File: src/rtl/pc_unit_ras.sv
// ---------------------------------------------------------------------------
// pc_unit_ras
//
// Fetch-stage program counter with trap entry/return and a circular
// return-address stack (RAS) for call/return prediction. It sits between the
// control unit / ALU and the instruction memory address port.
//
// Parameters:
//   XLEN          width of every PC-related bus
//   RESET_VECTOR  PC loaded by Reset
//   TRAP_VECTOR   PC loaded on trap entry
//   RAS_DEPTH     number of RAS entries (power of two, >= 2)
//   COMPRESSED    non-zero enables +2 sequencing and 2-byte alignment
//
// Ports:
//   CLK              rising-edge clock
//   Reset            synchronous, active-high reset
//   Stall            hold PC, EPC and RAS (trap and mret still act)
//   PCSrc            00 sequential, 01 PCTarget, 10 ALUResult, 11 RAS top
//   PCTarget         branch / JAL target
//   ALUResult        JALR target (bit 0 is cleared)
//   IsCompressed     current instruction is 16-bit
//   TrapReq          take a trap: EPC <= PC, PC <= TRAP_VECTOR
//   MretReq          return from trap: PC <= EPC
//   RasPush          call: push PCPlus4
//   RasPop           return: pop the top entry
//   PC               current fetch address
//   PCPlus4          sequential next address (PC+4 or PC+2)
//   EPC              saved exception PC
//   RasTop           top RAS entry, 0 when the stack is empty
//   RasEmpty         RAS holds no entries
//   MisalignedFault  the selected normal next-PC is misaligned
// ---------------------------------------------------------------------------
module pc_unit_ras #(
    parameter int              XLEN         = 32,
    parameter logic [XLEN-1:0] RESET_VECTOR = '0,
    parameter logic [XLEN-1:0] TRAP_VECTOR  = XLEN'(32'h0000_0100),
    parameter int              RAS_DEPTH    = 4,
    parameter int              COMPRESSED   = 0
) (
    input  logic            CLK,
    input  logic            Reset,
    input  logic            Stall,
    input  logic [1:0]      PCSrc,
    input  logic [XLEN-1:0] PCTarget,
    input  logic [XLEN-1:0] ALUResult,
    input  logic            IsCompressed,
    input  logic            TrapReq,
    input  logic            MretReq,
    input  logic            RasPush,
    input  logic            RasPop,
    output logic [XLEN-1:0] PC,
    output logic [XLEN-1:0] PCPlus4,
    output logic [XLEN-1:0] EPC,
    output logic [XLEN-1:0] RasTop,
    output logic            RasEmpty,
    output logic            MisalignedFault
);

    localparam int PTR_W = $clog2(RAS_DEPTH);
    localparam int CNT_W = PTR_W + 1;

    logic [XLEN-1:0]  pc_q;
    logic [XLEN-1:0]  epc_q;
    logic [XLEN-1:0]  pc_plus;
    logic [XLEN-1:0]  pc_step;
    logic [XLEN-1:0]  pc_next;
    logic [XLEN-1:0]  ras_top;
    logic             ras_empty;
    logic             normal_upd;
    logic             next_misaligned;

    logic [PTR_W-1:0] ras_ptr_q;
    logic [PTR_W-1:0] ras_ptr_d;
    logic [CNT_W-1:0] ras_cnt_q;
    logic [CNT_W-1:0] ras_cnt_d;
    logic             ras_wr_en;
    logic [PTR_W-1:0] ras_wr_idx;
    logic [XLEN-1:0]  ras_mem [RAS_DEPTH];

    // The normal path is the only one that moves the RAS or can fault;
    // trap and mret override Stall, Reset overrides everything.
    assign normal_upd = !Reset && !TrapReq && !MretReq && !Stall;

    // Sequential step; the +2 step only exists in compressed builds.
    assign pc_step = ((COMPRESSED != 0) && IsCompressed) ? XLEN'(2) : XLEN'(4);
    assign pc_plus = pc_q + pc_step;

    // The top entry is only meaningful while the stack holds something.
    assign ras_empty = (ras_cnt_q == '0);
    assign ras_top   = ras_empty ? '0 : ras_mem[ras_ptr_q];

    // Normal next-PC select. A return with an empty stack has nothing to
    // predict, so it falls through to the sequential address.
    always_comb begin
        pc_next = pc_plus;
        unique case (PCSrc)
            2'b00: pc_next = pc_plus;
            2'b01: pc_next = PCTarget;
            2'b10: pc_next = {ALUResult[XLEN-1:1], 1'b0};
            2'b11: pc_next = ras_empty ? pc_plus : ras_top;
            default: pc_next = pc_plus;
        endcase
    end

    assign next_misaligned = (COMPRESSED != 0) ? pc_next[0]
                                               : (pc_next[1:0] != 2'b00);

    // The fault is reported but the PC still loads the misaligned value;
    // the trap controller follows up with TrapReq on the next cycle.
    assign MisalignedFault = normal_upd && next_misaligned;

    // RAS next-state. The pointer always addresses the current top, so a
    // push writes one slot above it and a pop just steps back. When the
    // stack is full the pointer wraps onto the oldest entry and overwrites
    // it. A simultaneous push and pop replaces the top in place.
    always_comb begin
        ras_ptr_d  = ras_ptr_q;
        ras_cnt_d  = ras_cnt_q;
        ras_wr_en  = 1'b0;
        ras_wr_idx = ras_ptr_q;
        if (normal_upd) begin
            if (RasPush && RasPop && !ras_empty) begin
                ras_wr_en  = 1'b1;
                ras_wr_idx = ras_ptr_q;
            end else if (RasPush) begin
                ras_wr_en  = 1'b1;
                ras_wr_idx = ras_ptr_q + PTR_W'(1);
                ras_ptr_d  = ras_ptr_q + PTR_W'(1);
                if (ras_cnt_q != CNT_W'(RAS_DEPTH)) begin
                    ras_cnt_d = ras_cnt_q + CNT_W'(1);
                end
            end else if (RasPop && !ras_empty) begin
                ras_ptr_d = ras_ptr_q - PTR_W'(1);
                ras_cnt_d = ras_cnt_q - CNT_W'(1);
            end
        end
    end

    // PC / EPC register with priority Reset > trap > mret > stall > normal.
    always_ff @(posedge CLK) begin
        if (Reset) begin
            pc_q  <= RESET_VECTOR;
            epc_q <= '0;
        end else if (TrapReq) begin
            pc_q  <= TRAP_VECTOR;
            epc_q <= pc_q;
        end else if (MretReq) begin
            pc_q  <= epc_q;
        end else if (!Stall) begin
            pc_q  <= pc_next;
        end
    end

    // RAS bookkeeping; next-state already holds when not a normal update.
    always_ff @(posedge CLK) begin
        if (Reset) begin
            ras_ptr_q <= '0;
            ras_cnt_q <= '0;
        end else begin
            ras_ptr_q <= ras_ptr_d;
            ras_cnt_q <= ras_cnt_d;
        end
    end

    // Entry storage is qualified by the count, so it needs no reset.
    always_ff @(posedge CLK) begin
        if (ras_wr_en) begin
            ras_mem[ras_wr_idx] <= pc_plus;
        end
    end

    assign PC       = pc_q;
    assign PCPlus4  = pc_plus;
    assign EPC      = epc_q;
    assign RasTop   = ras_top;
    assign RasEmpty = ras_empty;

endmodule
File: config.mk
export PLATFORM = sky130hd
export DESIGN_NAME = pc_unit_ras
export DESIGN_NICKNAME = d
export VERILOG_FILES = /design/src/rtl/pc_unit_ras.sv
export SDC_FILE = /design/constraint.sdc
export NUM_CORES = 1
export LEC_CHECK = 0
export CAP_MARGIN = 20
export CORE_AREA = 2 2 136 138
export DETAILED_ROUTE_END_ITERATION = 7
export DIE_AREA = 0 0 138 140
export PLACE_DENSITY = 0.8
export SLEW_MARGIN = 15
export SYNTH_ARGS = -nofsm -noshare
export SYNTH_HDL_FRONTEND = slang
export SYNTH_SLANG_ARGS = --single-unit
File: constraint.sdc
create_clock -name CLK -period 7.6 [get_ports CLK]
set_input_delay 1.14 -clock CLK [delete_from_list [all_inputs] [get_ports CLK]]
set_output_delay 1.14 -clock CLK [all_outputs]
set_load 0.02 [all_outputs]
==> flow_summary_export.csv <==
group,metric,value,unit
job,cap_violations,0,
cells_and_area,nets,1077,
floorplanning,die_w,138,um
clocking,postCtsHoldBufs,0,
power,clockPowerShare,39.9,%
grt,grt-ovfl-total,0,
yosys,async_reset_ff_share,0,%
cells_and_area,drive_above_1_share,11.5,%
setup_path,crit_required,6.46,ns
clocking,post-cts-setup-buffers,0,
floorplanning,design.core.area,17800,um^2
route,via_per_inst,6.49,
grt,grt_max_degree,43,
setup_path,cp-end-kind,"output port",
run_status,status,"finished, final reports clean",
clocking,clock_latency,0.45,ns
yosys,netlist_instances,828,
placement,hpwl,18.8,mm
floorplanning,die_y,140,um
placement,portBuffers,201,
yosys,synth_area,9650,um^2
timing,fmax,198,MHz
setup_path,worst-setup-path-type,"input port to output port",
grt,grt_use_total,30.4,%
timing,slew_headroom,26.8,%
yosys,synth.largest_area_cell,"edfxtp_1",
floorplanning,io_pins,204,
timing,setup_tns,0,ns
yosys,ys_ff_latch,199,
yosys,synth_ff_type,"edfxtp_1",
placement,place_area,11800,um^2
route,vias,8060,
route,drtPass1Iterations,8,
timing,grt_setup_unrepaired,"no",
grt,grt_pass1_wl,45.1,mm
clocking,cts-root-buf,"clkbuf_16",
timing,finalClockSkew,0.0104,ns
route,drc_errors,0,
clocking,h-tree-depth,4,
route,wirelength,29.7,mm
yosys,synth_top_area_share,39.8,%
power,seqPwrFrac,50.1,%
yosys,synth_area_leaders,"edfxtp_1 40%, dfxtp_1 15%, mux4_2 7.9%",
cells_and_area,fin_area,12500,um^2
route,drtIter0Drc,896,
floorplanning,initial_utilization,54.3,%
yosys,synth_edf_count,128,
power,switching_power,564,uW
power,p_leak,4.28,nW
clocking,cts_resized,0,
timing,drv_slew,0,
placement,gp_congestion,0.829,
placement,place_inst,1206,
clocking,ctsLongestPathBuffers,2,
cells_and_area,syn2layout_area_growth,29.2,%
setup_path,worst-path-max-fanout,35,
clocking,path_clk_slew,0.07,ns
power,irDropWorstVdd,0.179,mV
floorplanning,die_area,19300,um^2
cells_and_area,antenna_cells,0,
setup_path,startpoint_type,"input port",
power,p_sw_share,24.3,%
floorplanning,fp-row-count,49,
yosys,seq_area_frac_synth,54.6,%
route,wl_per_cell,23.9,um
clocking,cts_tree,"done",
timing,period_needed,5.05,ns
yosys,synth.avg_cell_area,11.7,um^2
timing,fin_crit_sh,66.4,%
cells_and_area,finalNonFillerCells,1241,
timing,setup_viol_count_final,0,
yosys,synth_fp_nets,906,
grt,grt_pass1_vias,7936,
power,internal_power,1.76,mW
clocking,cts.sinks,199,
timing,finalHoldViolCount,0,
yosys,yosysWarnings,0,
yosys,synth_cell_types,72,
timing,worst_slew_pin_slew,1.10,ns
route,antenna_left,0,
setup_path,worst_ep_arrival_time,3.91,ns
power,power_frac_comb,10.0,%
grt,antenna_found_initial,0,
power,power_density,186,nW/um^2
clocking,numCtsBuffers,17,
min_path,hp-class,"flip-flop to flip-flop",
[final timing paths]
path | slack [ns] | to | depth (start not counted) | from
max reg2reg | 4.77 | ras_mem[3][15] | 5 | ras_cnt_q[0]
max | 2.55 | MisalignedFault | 6 | PCSrc[0]
min | 0.52 | PC[5] | 2 | EPC[5]
min reg2reg | 0.52 | PC[5] | 2 | EPC[5]
[cells by family (layout without fill, tap and decap cells)]
logic type / after synthesis / in the layout / synth area share (%)
DFF: 199 / 199 / 54.6
adders and majority gates: 4 / 4 / 0.596
buffers and inverters: 85 / 269 / 3.64
and+or+nand+nor: 272 / 272 / 14.2
muxes: 69 / 69 / 11.6
AOI/OAI and AO/OA: 165 / 165 / 12.2
xor gates and xnor gates: 34 / 34 / 3.24
[worst max-delay path: stages]
cell             delay (ns)
clkdlybuf4s50_1        1.05
o311a_1                0.29
buf_4                  0.41
a221oi_1               0.18
a21oi_1                0.21
clkdlybuf4s50_1        0.62
[placed cells by master, fill, tap and decap left out, types with 24 or more instances in the layout]
master / count
clkdlybuf4s50_1: 197
edfxtp_1: 128
nor2_1: 77
dfxtp_1: 70
nand2_1: 64
a21oi_1: 40
nor2b_1: 38
mux2i_1: 35
mux4_2: 34
o22ai_1: 24
[through the flow]
step | utilization (%) | hold WS [ns] | setup WS [ns] | power, mW
floorplan | - | 0.553 | 3.49 | 1.30
global placement | 66.4 | 0.486 | 2.60 | 1.41
detailed placement | 66.4 | 0.483 | 2.57 | 1.41
CTS | 69.8 | 0.514 | 2.57 | 2.32
global route | 70.1 | 0.539 | 2.46 | 2.38
finish | 70.1 | 0.517 | 2.55 | 2.32
[registers in the layout, indices dropped and copies added, names as in the netlist, named ones only]
signal and flops:
ras_ptr_q 2, ras_cnt_q 3, ras_mem 128, PC 32
EPC 32
[synth_stat cells (9+ instances only)]
library cell,count
nor2b_1,40
a22oi_1,9
a21oi_1,41
xor2_1,9
nand2_1,64
buf_2,11
a221oi_1,22
mux4_2,34
dfxtp_1,71
clkbuf_1,47
nand3_1,18
mux2i_1,35
nor2_1,80
o22ai_1,24
xnor2_1,23
o21ai_0,15
edfxtp_1,128
nor3_1,19
inv_1,16
[area by class of cell]
type	instances	area, um^2
clock inverter	14	165
sequential	199	5270
inverter	16	60.1
fill	1284	5310
tap	229	287
multi-input combinational	544	4080
timing repair buffer	221	2170
clock buffer	18	439
[power groups by stage]
stage / clock network (mW) / registers, mW / logic [mW]
after global routing: 0.971 / 1.16 / 0.246
after floorplan: 0 / 1.19 / 0.114
after CTS: 0.932 / 1.16 / 0.228
after global placement: 0 / 1.19 / 0.223
after detailed placement: 0 / 1.19 / 0.226
final: 0.925 / 1.16 / 0.233
[layer usage]
metal  vias to the layer above  GRT usage [%]  routed length [um]
met3                        87           7.28                3170
li1                       3475              -                   -
met4                         0           12.2                 911
met5                         -              0                   0
met2                       596           50.2               14300
met1                      3902           39.1               11300
Note: power is estimated with default switching activity, not from simulation.
